<file path="src/rtl/av2_mv_decoder_real.sv">
// ---------------------------------------------------------------------------
// av2_mv_decoder_real
//   Motion-vector syntax decoder for the AV2 inter path. The block takes
//   entropy-decoded binary symbols over a valid/ready stream and rebuilds one
//   signed MV pair, x first and then y. It presents the pair on a valid/ready
//   output and pulses done once the pair has been accepted.
//
//   Per component the symbol grammar is:
//     nonzero flag -> sign (1 = positive) -> unary magnitude continuation
//
//   Ports
//     clk             in   1   clock; all state changes on the rising edge
//     rst_n           in   1   asynchronous active-low reset
//     context_idx     in   16  forwarded to the symbol decoder; not used here
//     context_prob    in   16  forwarded to the symbol decoder; not used here
//     decoded_symbol  in   16  current symbol; only bit 0 carries information
//     symbol_valid    in   1   decoded_symbol is valid
//     symbol_ready    out  1   a symbol is consumed this cycle if valid
//     mv_x / mv_y     out  16  signed decoded MV components
//     mv_valid        out  1   mv_x / mv_y hold a complete pair
//     mv_ready        in   1   downstream accepts the MV pair
//     start           in   1   begin one MV pair; only sampled in IDLE
//     done            out  1   one-cycle pulse after the pair is accepted
//
//   Build option
//     AV2_MV_SAT_EN : when defined, each finalized component is clamped to
//                     [-MV_LIMIT, +MV_LIMIT]. When undefined, the value
//                     wraps to 16 bits.
// ---------------------------------------------------------------------------
module av2_mv_decoder_real #(
  parameter int MAX_UNARY = 15,
  parameter int MV_SHIFT  = 0,
  parameter int MV_LIMIT  = 16383
) (
  input  logic        clk,
  input  logic        rst_n,
  input  logic [15:0] context_idx,
  input  logic [15:0] context_prob,
  input  logic [15:0] decoded_symbol,
  input  logic        symbol_valid,
  output logic        symbol_ready,
  output logic [15:0] mv_x,
  output logic [15:0] mv_y,
  output logic        mv_valid,
  input  logic        mv_ready,
  input  logic        start,
  output logic        done
);

  localparam logic [3:0] S_IDLE   = 4'd0;
  localparam logic [3:0] S_X_NZ   = 4'd1;
  localparam logic [3:0] S_X_SIGN = 4'd2;
  localparam logic [3:0] S_X_MAG  = 4'd3;
  localparam logic [3:0] S_Y_NZ   = 4'd4;
  localparam logic [3:0] S_Y_SIGN = 4'd5;
  localparam logic [3:0] S_Y_MAG  = 4'd6;
  localparam logic [3:0] S_OUT    = 4'd7;
  localparam logic [3:0] S_DONE   = 4'd8;

  // The magnitude cap: a component never exceeds MAX_UNARY+1 before scaling.
  localparam logic [15:0] MAG_CAP = 16'(MAX_UNARY + 1);

  logic [3:0]  state_q,    state_d;
  logic [15:0] count_q,    count_d;
  logic        sign_q,     sign_d;
  logic [15:0] mv_x_q,     mv_x_d;
  logic [15:0] mv_y_q,     mv_y_d;
  logic        mv_valid_q;
  logic        done_q;

  logic        consume_s;
  logic        sym_s;
  logic [15:0] cnt_inc_s;
  logic        unused_ok;

  // The context inputs and the upper symbol bits belong to the upstream
  // symbol decoder. They are folded here so that they are visibly unused.
  assign unused_ok = ^{context_idx, context_prob, decoded_symbol[15:1], 32'(MV_LIMIT)};

  // Scale the magnitude, apply the sign, and optionally clamp it.
  // The result is a 16-bit two's complement value.
  function automatic logic [15:0] finalize_mv(input logic [15:0] cnt, input logic pos);
    logic [15:0]        mag;
    logic signed [31:0] val;
    mag = cnt << MV_SHIFT;
    if (pos) begin
      val = $signed({16'd0, mag});
    end else begin
      val = -$signed({16'd0, mag});
    end
`ifdef AV2_MV_SAT_EN
    if (val > MV_LIMIT) begin
      val = MV_LIMIT;
    end else if (val < -MV_LIMIT) begin
      val = -MV_LIMIT;
    end else begin
      val = val;
    end
`endif
    return val[15:0];
  endfunction

  // symbol_ready depends only on the current state, so no combinational
  // path exists from symbol_valid to symbol_ready.
  assign symbol_ready = (state_q == S_X_NZ)  || (state_q == S_X_SIGN) ||
                        (state_q == S_X_MAG) || (state_q == S_Y_NZ)   ||
                        (state_q == S_Y_SIGN) || (state_q == S_Y_MAG);

  assign consume_s = symbol_valid && symbol_ready;
  assign sym_s     = decoded_symbol[0];
  assign cnt_inc_s = count_q + 16'd1;

  // Next-state and next-field logic for the MV syntax walk.
  always_comb begin
    state_d = state_q;
    count_d = count_q;
    sign_d  = sign_q;
    mv_x_d  = mv_x_q;
    mv_y_d  = mv_y_q;
    case (state_q)
      S_IDLE: begin
        if (start) begin
          // A new pair starts from zero in both components.
          state_d = S_X_NZ;
          count_d = 16'd0;
          mv_x_d  = 16'd0;
          mv_y_d  = 16'd0;
        end else begin
          state_d = S_IDLE;
        end
      end
      S_X_NZ, S_Y_NZ: begin
        if (consume_s) begin
          if (sym_s) begin
            count_d = 16'd1;
            state_d = (state_q == S_X_NZ) ? S_X_SIGN : S_Y_SIGN;
          end else if (state_q == S_X_NZ) begin
            mv_x_d  = 16'd0;
            state_d = S_Y_NZ;
          end else begin
            mv_y_d  = 16'd0;
            state_d = S_OUT;
          end
        end else begin
          state_d = state_q;
        end
      end
      S_X_SIGN, S_Y_SIGN: begin
        if (consume_s) begin
          sign_d  = sym_s;
          state_d = (state_q == S_X_SIGN) ? S_X_MAG : S_Y_MAG;
        end else begin
          state_d = state_q;
        end
      end
      S_X_MAG, S_Y_MAG: begin
        if (consume_s) begin
          if (sym_s && (cnt_inc_s < MAG_CAP)) begin
            count_d = cnt_inc_s;
          end else if (state_q == S_X_MAG) begin
            // A '1' that reaches the cap is counted and then terminates the run.
            mv_x_d  = finalize_mv(sym_s ? cnt_inc_s : count_q, sign_q);
            state_d = S_Y_NZ;
          end else begin
            mv_y_d  = finalize_mv(sym_s ? cnt_inc_s : count_q, sign_q);
            state_d = S_OUT;
          end
        end else begin
          state_d = state_q;
        end
      end
      S_OUT: begin
        if (mv_ready) begin
          state_d = S_DONE;
        end else begin
          state_d = S_OUT;
        end
      end
      S_DONE: begin
        state_d = S_IDLE;
      end
      default: begin
        state_d = S_IDLE;
      end
    endcase
  end

  // State, field, and output registers. mv_valid and done are registered
  // from the next state, so they line up with the state they describe.
  always_ff @(posedge clk or negedge rst_n) begin
    if (!rst_n) begin
      state_q    <= S_IDLE;
      count_q    <= 16'd0;
      sign_q     <= 1'b0;
      mv_x_q     <= 16'd0;
      mv_y_q     <= 16'd0;
      mv_valid_q <= 1'b0;
      done_q     <= 1'b0;
    end else begin
      state_q    <= state_d;
      count_q    <= count_d;
      sign_q     <= sign_d;
      mv_x_q     <= mv_x_d;
      mv_y_q     <= mv_y_d;
      mv_valid_q <= (state_d == S_OUT);
      done_q     <= (state_d == S_DONE);
    end
  end

  assign mv_x     = mv_x_q;
  assign mv_y     = mv_y_q;
  assign mv_valid = mv_valid_q;
  assign done     = done_q;

endmodule

</file>
<file path="config.mk">
export PLATFORM = sky130hd
export DESIGN_NAME = av2_mv_decoder_real
export DESIGN_NICKNAME = d
export VERILOG_FILES = /design/src/rtl/av2_mv_decoder_real.sv
export SDC_FILE = /design/constraint.sdc
export NUM_CORES = 1
export LEC_CHECK = 0
export CORE_MARGIN = 2
export CORE_UTILIZATION = 45
export CTS_CLUSTER_SIZE = 28
export DETAILED_ROUTE_END_ITERATION = 8
export GPL_ROUTABILITY_DRIVEN = 0
export PLACE_DENSITY = 0.74
export SYNTH_ARGS = -nofsm -noshare
export SYNTH_HDL_FRONTEND = slang
export SYNTH_SLANG_ARGS = --single-unit
</file>
<file path="constraint.sdc">
create_clock -name clk -period 3.4 [get_ports clk]
set_input_delay 0.68 -clock clk [delete_from_list [all_inputs] [get_ports clk]]
set_output_delay 0.68 -clock clk [all_outputs]
set_load 0.005 [all_outputs]
</file>
==> metrics.md <==
| Metric | Value |
|---|---|
| Outcome | `finished, final reports clean` |
| Max Freq | `329 MHz` |
| Worst voltage drop across the vdd grid | `0.253 mV` |
| Ports placed on the boundary | `88` |
| Cell types with the largest area share after synthesis | `sky130_fd_sc_hd__dfrtp_1 (38%), sky130_fd_sc_hd__mux2_2 (6.0%), sky130_fd_sc_hd__xnor2_1 (4.6%)` |
| Fraction of layout cells with a size suffix above 1 | `0.151` |
| Detailed Route Iter0 Violations | `431` |
| Die Footprint | `8710 um2` |
| Max transition margin | `0.380` |
| Clock root buffer | `sky130_fd_sc_hd__clkbuf_8` |
| Post-Syn Nets | `438` |
| Netlist Area Pre-Place | `3590 um2` |
| Final design area excluding fillers | `4250 um2` |
| Final count of pins violating max slew | `0` |
| Synthesized-area fraction occupied by ao, oa, aoi and oai cells | `0.153` |
| Clock Skews | `0.00442 ns` |
| Top-count cell post-synth | `sky130_fd_sc_hd__dfrtp_1` |
| Adder-cell share of the synthesized area | `0.0105` |
| # Post-CTS Setup Buffers | `0` |
| Total number of placement rows | `32` |
| Chip Width | `93.3 um` |
| RR Startpoint | `count_q[9]` |
| Critical register-to-register path endpoint | `count_q[2]` |
| Worst EP arrival | `3.25 ns` |
| Global router's overall resource usage | `0.200` |
| Worst setup timing slack at the placement stage | `0.0319 ns` |
| N_diodes | `0` |
| Placed Area | `4160 um2` |
| Number of failing hold endpoints at the final stage | `0` |
| DRC Markers | `0` |
| Proportion of register bits with asynchronous set or reset after synthesis | `1.00` |
| Y dimension of the die | `93.3 um` |
| Number of buffers between clock root and the deepest sink | `2` |
| DR vias | `3079` |
| Synthesis-to-finish area growth | `18.5%` |
| CTS-repair resized insts | `0` |
| Worst-Skew Late Latency | `0.32 ns` |
| Element type at the critical path end | `flop` |
| Pwr/cell area | `668 nW/um2` |
| Post-synth EDFFs | `0` |
| Most instantiated cells after synthesis | `sky130_fd_sc_hd__dfrtp_1 (55), sky130_fd_sc_hd__nor2_1 (32), sky130_fd_sc_hd__mux2_2 (19), sky130_fd_sc_hd__xnor2_1 (19), sky130_fd_sc_hd__nand2_1 (18)` |
| Number of instances in the synthesized netlist | `382` |
| Routed len/inst | `15.6 um` |
| Accumulated negative setup slack | `0 ns` |
| Register area | `1380 um2` |
| Core area | `7730 um2` |
| Number of unique standard cell types used by synthesis | `65` |
| Overflow left after global routing | `0` |
| Largest net degree at the start of global routing | `32` |
| Filler-free cell count of the finished design | `525` |
| FF-to-FF setup slack | `0.44 ns` |
| DPL Wire Length | `6.09 mm` |
| Share of the yosys chip area belonging to registers | `0.383` |
| Worst setup SP type | `input port` |
| Setup repair after global routing missed its margin | `no` |
| Synth top area share | `0.383` |
| Worst-case setup margin in the final layout | `0.358 ns` |
| Leakage power | `1.83 nW` |
| Hold buffer count at cts | `0` |
| Worst setup path class | `in -> reg` |
| Average instance area after synthesis | `9.40 um2` |
| Count of endpoints failing setup in the final report | `0` |
| CTS tree | `yes` |
| Worst slew pin tran | `0.926 ns` |
| Area of combinational cells with multiple inputs | `2040 um2` |
| Starting density of the core | `0.465` |
| Cell count after placement | `517` |
| Multiplexer fraction of the synthesized cell area | `0.0892` |
| Wire length of the first global-routing pass | `13.9 mm` |
| Layout net count | `478` |
| Class of the worst hold path | `in -> async` |
| Total of fill cells in the finished design | `686` |
| Critical path data required time | `3.61 ns` |
| Top_reg_cell synth | `sky130_fd_sc_hd__dfrtp_1` |
| Final Cycle Share | `0.895` |
| H-tree level count | `2` |
| Fraction of the core area covered by cells at the end of the flow | `0.551` |
| Number of max-cap violations | `0` |
| Fraction of synthesized cell area in xor and xnor cells | `0.0780` |
| Antenna violations before repair | `0` |
| Warning count from the yosys run | `0` |
| DRT antenna net count | `0` |
| Reg clk slew, reported paths | `0.09 ns` |
| Worst r2r path cells | `7` |
| First drt pass iteration count | `5` |
| Highest fanout seen on the critical path | `6` |
| Via count of the first global-routing pass | `2839` |
| Flop and latch count out of synthesis | `55` |
| Drt total wl | `8.19 mm` |
| # port buffers | `40` |
| Number of clock sinks | `55` |
| Via/cell ratio | `5.86` |
| Simple-gate share of the synthesized area | `0.237` |
| Dominant combinational cell family by area after synthesis | `simple AND/OR/NAND/NOR gates` |
| Cell taking the most area after synthesis | `sky130_fd_sc_hd__dfrtp_1` |
| Crit path time final | `3.04 ns` |
| Number of buffers added by the clock tree synthesis step | `5` |
final cells by class:
class                           count  share of cell area
Timing Repair Buffer               63               0.136
Multi-Input combinational cell    288               0.480
Tap cell                          102              0.0300
Clock buffer                        7              0.0203
Clock inverter                      1             0.00206
Inverter                            9             0.00794
Sequential cell                    55               0.324
state kept, by name (all words and copies together), names as in the netlist:
name,flops
count_q,16
sign_q,1
state_q,4
mv_y,16
mv_valid,1
mv_x,16
done,1
where the power goes:
group	internal, mW	switching, mW	leakage, nW	total (mW)
combinational	0.757	0.745	1.03	1.50
sequential	0.797	0.162	0.750	0.959
clock	0.167	0.215	0.0484	0.382
metal layers:
metal,up-vias,track usage,routed length [um]
li1,1475,-,-
met1,1498,0.291,3860
met2,89,0.304,3770
met3,17,0.0266,390
met4,0,0.0723,170
met5,-,0,0
worst max-delay path by stage:
stage | depth (start not counted) | slack (ns) | to | start
2_1_floorplan | 9 | 0.78 | mv_x[14] | decoded_symbol[0]
4_1_cts | 9 | 0.34 | mv_x[12] | decoded_symbol[0]
6_report | 9 | 0.36 | mv_x[14] | decoded_symbol[0]
3_5_place_dp | 9 | 0.03 | mv_x[12] | decoded_symbol[0]
3_3_place_gp | 9 | 0.09 | mv_x[14] | decoded_symbol[0]
5_1_grt | 9 | 0.01 | mv_x[12] | decoded_symbol[0]
layout by cell type, fill, tap and decap left out, types with 5 or more instances in the layout:
cell type	netlist	routed
sky130_fd_sc_hd__a211oi_1	5	5
sky130_fd_sc_hd__mux2_1	5	5
sky130_fd_sc_hd__mux2_2	19	19
sky130_fd_sc_hd__nor3_1	16	16
sky130_fd_sc_hd__nand2_1	18	18
sky130_fd_sc_hd__and3_1	5	5
sky130_fd_sc_hd__nor2_1	32	32
sky130_fd_sc_hd__nand3_1	13	13
sky130_fd_sc_hd__o21ai_0	13	13
sky130_fd_sc_hd__nand2b_1	6	6
sky130_fd_sc_hd__nor4_1	12	12
sky130_fd_sc_hd__buf_4	2	22
sky130_fd_sc_hd__and2_1	15	15
sky130_fd_sc_hd__a31oi_1	5	5
sky130_fd_sc_hd__a22o_1	7	7
sky130_fd_sc_hd__nand4_1	6	6
sky130_fd_sc_hd__inv_1	9	9
sky130_fd_sc_hd__clkdlybuf4s50_1	0	39
sky130_fd_sc_hd__clkbuf_8	0	6
sky130_fd_sc_hd__mux2i_1	5	5
sky130_fd_sc_hd__dfrtp_1	55	55
sky130_fd_sc_hd__a21oi_1	9	9
sky130_fd_sc_hd__xnor2_1	19	19
sky130_fd_sc_hd__xor2_1	13	13
per-stage QoR:
stage                     power (mW)  hold WS [ns]
after floorplan                 1.92         0.384
after global placement          2.44         0.462
after detailed placement        2.48         0.469
after CTS                       2.86         0.350
after global routing            3.06         0.383
final                           2.84         0.331
cell families after synthesis:
kind of cell	Yosys count
buffers and inverters	39
muxes	29
DFF	55
adders and majority gates	3
AOI/OAI and AO/OA	74
and+or+nand+nor	150
xor gates and xnor gates	32
worst max-delay path, stage by stage:
cell and delay (ns):
sky130_fd_sc_hd__clkdlybuf4s50_1 0.62, sky130_fd_sc_hd__mux2i_1 0.31, sky130_fd_sc_hd__ha_1 0.25, sky130_fd_sc_hd__nand3_1 0.13, sky130_fd_sc_hd__o32ai_1 0.40, sky130_fd_sc_hd__and4b_1 0.35, sky130_fd_sc_hd__a31oi_1 0.13, sky130_fd_sc_hd__xnor2_1 0.18
sky130_fd_sc_hd__a22o_1 0.20
Power figures use the tool's default switching activity.
